### config.mk
export PLATFORM = sky130hd
export DESIGN_NAME = mem_shift_sched
export DESIGN_NICKNAME = d
export VERILOG_FILES = /design/src/rtl/mem_shift_sched_pkg.sv /design/src/rtl/mem_shift_sched_arb.sv /design/src/rtl/mem_shift_sched.sv
export SDC_FILE = /design/constraint.sdc
export NUM_CORES = 1
export LEC_CHECK = 0
export BUFFER_PORTS_ARGS = -buffer_cell sky130_fd_sc_hd__clkbuf_2
export CORE_MARGIN = 5
export CORE_UTILIZATION = 59
export DETAILED_ROUTE_END_ITERATION = 8
export GPL_ROUTABILITY_DRIVEN = 1
export PLACE_DENSITY = 0.87
export SETUP_SLACK_MARGIN = 0.15
export SYNTH_ARGS = -nofsm -noshare
export SYNTH_HDL_FRONTEND = slang
export SYNTH_SLANG_ARGS = --single-unit
### constraint.sdc
create_clock -name clk_i -period 2.5 [get_ports clk_i]
set_clock_uncertainty 0.1 [all_clocks]
set_input_delay 0.5 -clock clk_i [delete_from_list [all_inputs] [get_ports clk_i]]
set_output_delay 0.5 -clock clk_i [all_outputs]
set_load 0.02 [all_outputs]
### src/rtl/mem_shift_sched_pkg.sv
// rtl/mem_shift_sched_pkg.sv - shared types, default sizes and helpers for mem_shift_sched
package mem_shift_sched_pkg;

    localparam int WIDTH_DEF = 64;
    localparam int DEPTH_DEF = 8;
    localparam int NREQ_DEF  = 2;

    typedef enum logic [1:0] {
        ST_IDLE  = 2'd0,
        ST_RUN   = 2'd1,
        ST_DRAIN = 2'd2
    } state_e;

    // Index width for n items, never narrower than one bit
    function automatic int clog2_min1(input int n);
        return (n <= 2) ? 1 : $clog2(n);
    endfunction

    localparam int SRC_W_DEF = clog2_min1(NREQ_DEF);

    typedef struct packed {
        logic                 valid;
        logic [SRC_W_DEF-1:0] src;
        logic [WIDTH_DEF-1:0] data;
    } stage_t;

endpackage

### src/rtl/mem_shift_sched_arb.sv
// rtl/mem_shift_sched_arb.sv - NREQ-way one-hot arbiter, round-robin when MEM_SHIFT_SCHED_RR_EN is defined
module mem_shift_sched_arb
    import mem_shift_sched_pkg::*;
#(
    parameter int NREQ = NREQ_DEF
) (
    input  logic            clk_i,
    input  logic            rst_ni,
    input  logic [NREQ-1:0] req_i,
    input  logic            en_i,
    output logic [NREQ-1:0] gnt_o
);

    localparam int PW = clog2_min1(NREQ);

`ifdef MEM_SHIFT_SCHED_RR_EN
    logic [PW-1:0]   ptr_q;
    logic [PW-1:0]   ptr_d;
    logic [PW-1:0]   win;
    logic [NREQ-1:0] hi_req;
    logic [NREQ-1:0] pick;

    // Requesters at or above the pointer go first, otherwise wrap to the lowest one
    always_comb begin
        hi_req = '0;
        for (int i = 0; i < NREQ; i++) begin
            hi_req[i] = req_i[i] && (i >= int'(ptr_q));
        end
        pick  = (|hi_req) ? hi_req : req_i;
        gnt_o = '0;
        win   = '0;
        for (int i = NREQ - 1; i >= 0; i--) begin
            if (pick[i]) begin
                gnt_o    = '0;
                gnt_o[i] = 1'b1;
                win      = PW'(i);
            end
        end
        if (!en_i) begin
            gnt_o = '0;
        end
        ptr_d = ptr_q;
        if (|gnt_o) begin
            ptr_d = (int'(win) == NREQ - 1) ? '0 : win + PW'(1);
        end
    end

    // Pointer moves past the winner only when a grant is issued
    always_ff @(posedge clk_i or negedge rst_ni) begin
        if (!rst_ni) begin
            ptr_q <= '0;
        end else begin
            ptr_q <= ptr_d;
        end
    end
`else
    logic unused_clk;
    assign unused_clk = clk_i ^ rst_ni;

    // Fixed priority: the lowest requesting index wins
    always_comb begin
        gnt_o = '0;
        for (int i = NREQ - 1; i >= 0; i--) begin
            if (req_i[i]) begin
                gnt_o    = '0;
                gnt_o[i] = 1'b1;
            end
        end
        if (!en_i) begin
            gnt_o = '0;
        end
    end
`endif

endmodule

### src/rtl/mem_shift_sched.sv
// rtl/mem_shift_sched.sv - scheduled shift-register delay line with source tags (MEM_SHIFT_SCHED_RR_EN selects round-robin)
module mem_shift_sched
    import mem_shift_sched_pkg::*;
#(
    parameter int WIDTH = WIDTH_DEF,
    parameter int DEPTH = DEPTH_DEF,
    parameter int NREQ  = NREQ_DEF
) (
    input  logic                        clk_i,
    input  logic                        rst_ni,
    input  logic [NREQ-1:0]             req_valid_i,
    input  logic [NREQ*WIDTH-1:0]       req_data_i,
    output logic [NREQ-1:0]             req_ready_o,
    input  logic                        shift_en_i,
    input  logic                        flush_i,
    input  logic                        drain_i,
    output logic                        out_valid_o,
    output logic [WIDTH-1:0]            out_data_o,
    output logic [clog2_min1(NREQ)-1:0] out_src_o,
    output logic [$clog2(DEPTH+1)-1:0]  occupancy_o,
    output logic                        busy_o
);

    localparam int SW = clog2_min1(NREQ);
    localparam int OW = $clog2(DEPTH + 1);

    state_e           state_q;
    state_e           state_d;
    logic [OW-1:0]    occ_q;
    logic [OW-1:0]    occ_d;
    logic [DEPTH-1:0] vld_q;
    logic [SW-1:0]    src_q  [DEPTH];
    logic [WIDTH-1:0] data_q [DEPTH];

    logic             grant_en;
    logic [NREQ-1:0]  gnt;
    logic             load;
    logic             advance;
    logic             exit_w;
    logic [WIDTH-1:0] ld_data;
    logic [SW-1:0]    ld_src;

    assign advance  = shift_en_i & ~flush_i;
    assign grant_en = shift_en_i & ~flush_i & ~drain_i & (state_q != ST_DRAIN);
    assign load     = |gnt;
    assign exit_w   = advance & vld_q[DEPTH-1];

    mem_shift_sched_arb #(
        .NREQ (NREQ)
    ) u_arb (
        .clk_i  (clk_i),
        .rst_ni (rst_ni),
        .req_i  (req_valid_i),
        .en_i   (grant_en),
        .gnt_o  (gnt)
    );

    // Select the granted requester's word and tag for stage 0
    always_comb begin
        ld_data = '0;
        ld_src  = '0;
        for (int i = 0; i < NREQ; i++) begin
            if (gnt[i]) begin
                ld_data = req_data_i[i*WIDTH +: WIDTH];
                ld_src  = SW'(i);
            end
        end
    end

    // Occupancy tracks loads in and valid words out; flush empties it
    always_comb begin
        occ_d = occ_q;
        if (flush_i) begin
            occ_d = '0;
        end else begin
            occ_d = occ_q + OW'(load) - OW'(exit_w);
        end
    end

    // Next state: flush beats drain, drain beats normal sequencing
    always_comb begin
        state_d = state_q;
        if (flush_i) begin
            state_d = ST_IDLE;
        end else if (drain_i && (state_q != ST_DRAIN)) begin
            state_d = ST_DRAIN;
        end else begin
            case (state_q)
                ST_IDLE:  if (load) state_d = ST_RUN;
                ST_RUN:   if ((occ_q == '0) && !load) state_d = ST_IDLE;
                ST_DRAIN: if (occ_q == '0) state_d = ST_IDLE;
                default:  state_d = ST_IDLE;
            endcase
        end
    end

    // Control state and occupancy registers
    always_ff @(posedge clk_i or negedge rst_ni) begin
        if (!rst_ni) begin
            state_q <= ST_IDLE;
            occ_q   <= '0;
        end else begin
            state_q <= state_d;
            occ_q   <= occ_d;
        end
    end

    // Stage array: shift on advance, bubble into stage 0 when nothing is granted
    always_ff @(posedge clk_i or negedge rst_ni) begin
        if (!rst_ni) begin
            vld_q <= '0;
            for (int k = 0; k < DEPTH; k++) begin
                src_q[k]  <= '0;
                data_q[k] <= '0;
            end
        end else if (flush_i) begin
            vld_q <= '0;
        end else if (shift_en_i) begin
            vld_q <= {vld_q[DEPTH-2:0], load};
            for (int k = 1; k < DEPTH; k++) begin
                src_q[k]  <= src_q[k-1];
                data_q[k] <= data_q[k-1];
            end
            if (load) begin
                src_q[0]  <= ld_src;
                data_q[0] <= ld_data;
            end
        end
    end

    assign req_ready_o = gnt;
    assign out_valid_o = vld_q[DEPTH-1];
    assign out_data_o  = data_q[DEPTH-1];
    assign out_src_o   = src_q[DEPTH-1];
    assign occupancy_o = occ_q;
    assign busy_o      = (state_q != ST_IDLE);

endmodule
==> run_summary.xml <==
<?xml version="1.0" encoding="UTF-8"?>
<metrics>
  <group name="outcome">
    <metric name="run_status" unit="">finished clean</metric>
  </group>
  <group name="synth">
    <metric name="yosys_warnings" unit="">0</metric>
    <metric name="ys_flop_type" unit="">sky130_fd_sc_hd__dfrtp_1</metric>
    <metric name="synth-seq-cells" unit="">534</metric>
    <metric name="synth_area_leaders" unit="">sky130_fd_sc_hd__dfrtp_1 (58%), sky130_fd_sc_hd__nand2_1 (20%), sky130_fd_sc_hd__a221oi_2 (3.3%), sky130_fd_sc_hd__nand4bb_1 (3.2%), sky130_fd_sc_hd__o32ai_1 (2.5%)</metric>
    <metric name="post-synth-top-count-cell" unit="">sky130_fd_sc_hd__nand2_1</metric>
    <metric name="postSynthCellCount" unit="">2457</metric>
    <metric name="synth_area_leader_cell" unit="">sky130_fd_sc_hd__dfrtp_1</metric>
    <metric name="synth_top_cells_by_count" unit="">sky130_fd_sc_hd__nand2_1 (1239), sky130_fd_sc_hd__dfrtp_1 (534), sky130_fd_sc_hd__clkbuf_1 (95)</metric>
    <metric name="synth-edff-count" unit="">0</metric>
    <metric name="synth_sequential_area_ratio" unit="">0.585</metric>
    <metric name="yosysTopAreaCellShare" unit="">0.585</metric>
    <metric name="synthArstFlopShare" unit="">1.00</metric>
    <metric name="ys_types" unit="">38</metric>
    <metric name="synthesis.area" unit="sq um">22900</metric>
    <metric name="syn-num-nets" unit="">2597</metric>
    <metric name="postSynthAreaPerCell" unit="sq um">9.30</metric>
  </group>
  <group name="floorplan">
    <metric name="die_w" unit="um">207</metric>
    <metric name="io_pins" unit="">208</metric>
    <metric name="floorplan.initialDensity" unit="">0.594</metric>
    <metric name="die_area" unit="sq um">42800</metric>
    <metric name="std_cell_rows" unit="">72</metric>
    <metric name="die-height" unit="um">207</metric>
    <metric name="design.core.area" unit="sq um">38500</metric>
  </group>
  <group name="worst_setup_path">
    <metric name="cp_slowest_cell" unit="">sky130_fd_sc_hd__dfrtp_1</metric>
    <metric name="startpoint" unit="">state_q[1]$_DFFE_PN0P_</metric>
    <metric name="worst_ep_arrival_time" unit="ns">1.67</metric>
    <metric name="worstPathCellList" unit="">nand2b_4 -&gt; nand3_4 -&gt; nor3b_2 -&gt; clkbuf_2</metric>
    <metric name="timing.critical_path.slowest_cell_delay" unit="ns">0.45</metric>
    <metric name="crit-reg2reg-launch" unit="">state_q[1]$_DFFE_PN0P_</metric>
    <metric name="worstPathMaxFanout" unit="">5</metric>
    <metric name="worstSetupPathType" unit="">reg -&gt; out</metric>
    <metric name="crit_path_end_kind" unit="">primary output</metric>
    <metric name="worst_setup_path_start_kind" unit="">register</metric>
    <metric name="critical_path_required_time" unit="ns">1.90</metric>
  </group>
  <group name="place">
    <metric name="buffer_ports.inserted" unit="">207</metric>
    <metric name="gp_routability_congestion" unit="">0.909</metric>
    <metric name="hpwlAfterDp" unit="mm">30.7</metric>
  </group>
  <group name="hold_path">
    <metric name="worst_hold_startpoint" unit="">req_data_i[11]</metric>
    <metric name="timing.hold.worst.class" unit="">in -&gt; reg</metric>
  </group>
  <group name="timing">
    <metric name="min_period" unit="ns">2.27</metric>
    <metric name="unrepaired_setup_endpoints_after_global_routing" unit="">no</metric>
    <metric name="timing_max_transition_violations_final" unit="">0</metric>
    <metric name="fin_hold_ws" unit="ns">0.168</metric>
    <metric name="final_min_period_over_clock_period" unit="">0.909</metric>
    <metric name="highest_clock_frequency_the_design_can_meet" unit="MHz">440</metric>
    <metric name="timing.final.setup_violations" unit="">0</metric>
    <metric name="worstMarginPinSlew" unit="ns">0.711</metric>
    <metric name="relative_slew_slack" unit="">0.526</metric>
    <metric name="timing_hold_violations_final" unit="">0</metric>
    <metric name="tns" unit="ns">0</metric>
  </group>
  <group name="route">
    <metric name="route.top_layer_used" unit="">met5</metric>
    <metric name="detail_route.vias_per_cell" unit="">5.49</metric>
    <metric name="detailedRoute.firstIterationViolations" unit="">1422</metric>
    <metric name="wl_met1" unit="mm">23.4</metric>
    <metric name="final_antenna_violating_net_count" unit="">0</metric>
    <metric name="via_count" unit="">16900</metric>
    <metric name="met3_layer_wire_length_in_the_routed_design" unit="mm">3.41</metric>
    <metric name="wirelength" unit="mm">50.0</metric>
    <metric name="met2RoutedLength" unit="mm">22.1</metric>
    <metric name="drt-pass1-iter-count" unit="">7</metric>
    <metric name="drc" unit="">0</metric>
    <metric name="detail_route.wl_per_cell" unit="um">16.3</metric>
  </group>
  <group name="global_route">
    <metric name="grt_use_total" unit="">0.237</metric>
    <metric name="grt_overflow_total" unit="">0</metric>
    <metric name="grt_pass1_vias" unit="">16800</metric>
    <metric name="grt_antenna_before_repair" unit="">1</metric>
    <metric name="global_route_wire_length_before_repair" unit="mm">85.1</metric>
    <metric name="grt_start_max_net_pins" unit="">173</metric>
  </group>
  <group name="clocking">
    <metric name="insertion_delay_of_the_later_clocked_pin_in_the_worst_skew_pair" unit="ns">0.56</metric>
    <metric name="cts_max_level" unit="">2</metric>
    <metric name="cts-root-to-sink-buffers" unit="">3</metric>
    <metric name="tritoncts" unit="">done</metric>
    <metric name="cts.root.buffer_cell" unit="">sky130_fd_sc_hd__clkbuf_16</metric>
    <metric name="numCtsBuffers" unit="">52</metric>
    <metric name="numClockSinks" unit="">534</metric>
    <metric name="cts.clk_slew.worst_paths" unit="ns">0.06</metric>
  </group>
  <group name="layout">
    <metric name="final_util" unit="">0.667</metric>
    <metric name="nets" unit="">2653</metric>
    <metric name="diodes" unit="">0</metric>
    <metric name="layout-area-overhead-vs-synth" unit="%">12.2</metric>
    <metric name="drive_above_1_share" unit="">0.155</metric>
  </group>
  <group name="power">
    <metric name="peak_supply_drop" unit="V">0.000477</metric>
    <metric name="p_leak" unit="nW">13.3</metric>
    <metric name="cellPowerDensity" unit="nW/um^2">914</metric>
  </group>
  <group name="run">
    <metric name="maxCapViolCount" unit="">0</metric>
  </group>
</metrics>
-- area by class of cell --
| class | count | area [sq um] |
|---|---|---|
| Sequential cell | 534 | 13400 |
| Fill cell | 2972 | 12800 |
| Multi-Input combinational cell | 1607 | 7940 |
| Clock buffer | 80 | 1620 |
| Timing Repair Buffer | 249 | 1610 |
| Tap cell | 518 | 648 |
| Inverter | 69 | 260 |
| Clock inverter | 15 | 205 |
-- cell usage in the layout, fill, tap and decap left out, types with 2 or more instances in the layout --
cell and n:
sky130_fd_sc_hd__nor2_1 11, sky130_fd_sc_hd__buf_4 24, sky130_fd_sc_hd__clkinv_2 9, sky130_fd_sc_hd__bufinv_16 5, sky130_fd_sc_hd__clkbuf_16 53, sky130_fd_sc_hd__o32ai_1 64, sky130_fd_sc_hd__clkinvlp_4 2, sky130_fd_sc_hd__buf_12 19
sky130_fd_sc_hd__ha_1 4, sky130_fd_sc_hd__mux2i_1 7, sky130_fd_sc_hd__clkbuf_1 8, sky130_fd_sc_hd__o21ai_0 65, sky130_fd_sc_hd__nor2b_1 3, sky130_fd_sc_hd__nand4bb_1 64, sky130_fd_sc_hd__clkbuf_8 19, sky130_fd_sc_hd__nand2_1 1239
sky130_fd_sc_hd__inv_1 68, sky130_fd_sc_hd__clkbuf_2 203, sky130_fd_sc_hd__nand2b_4 2, sky130_fd_sc_hd__nor4_1 64, sky130_fd_sc_hd__a221oi_2 50, sky130_fd_sc_hd__dfrtp_1 534, sky130_fd_sc_hd__a221oi_1 14
-- worst max-delay path: cells and delay by family (launching register included) --
| kind | cells | cell delay, ns |
|---|---|---|
| simple gates | 3 | 0.46 |
| buf+inv | 1 | 0.19 |
| flops | 1 | 0.45 |
-- state kept, by name, summed over array words and instances, names as in the netlist --
register and cells:
data_q 448, occupancy_o 4, vld_q 8, out_src_o 1, out_data_o 64, state_q 2, src_q 7
-- report_power, final --
group / internal [mW] / switching [mW] / total, mW / leakage, nW
logic: 1.36 / 2.29 / 3.64 / 5.40
registers: 10.6 / 1.11 / 11.7 / 7.01
clock network: 4.95 / 3.17 / 8.12 / 0.901
-- per-layer routing --
metal  global-route usage  vias to the layer above
met4               0.0626                        2
met5                    0                        -
met2                0.352                      637
li1                     -                     8048
met1                0.369                     8106
met3               0.0381                       82
-- repair_timing --
item,in CTS,in global routing
hold buffers,1,0
endpoints found under the setup margin,1,3
hold endpoints to repair,23,0
gates resized for setup,1,5
setup buffers,0,0
-- metrics by stage --
step	cells	worst slack, ns	power (mW)	instance area (sq um)
finish	3072	0.228	23.4	25600
global route	3072	0.157	24.7	25600
CTS	3072	0.170	23.6	25600
detailed placement	2976	0.0826	15.4	23800
global placement	2976	0.139	15.1	23800
floorplan	2457	0.170	14.3	22900
-- cell families after synthesis --
kind of cell,share of synthesized area
AOI/OAI and AO/OA,0.0793
xor gates and xnor gates,0.000767
adders and majority gates,0.00307
buffers and inverters,0.0699
DFF,0.585
muxes,0.00356
and+or+nand+nor,0.259
-- worst paths after layout --
path                            slack, ns                       end  cells past startpoint
worst min-delay path                 0.17   data_q[459]$_DFFE_PN0P_                      3
max in group asynchronous            1.16   data_q[493]$_DFFE_PN0P_                      3
worst max register to register       0.29  occupancy_o[3]$_DFF_PN0_                      7
worst max-delay path                 0.23            req_ready_o[1]                      4
min in group asynchronous            0.31   data_q[504]$_DFFE_PN0P_                      2
worst min register to register       0.36    data_q[84]$_DFFE_PN0N_                      2
Power figures use the tool's default switching activity.
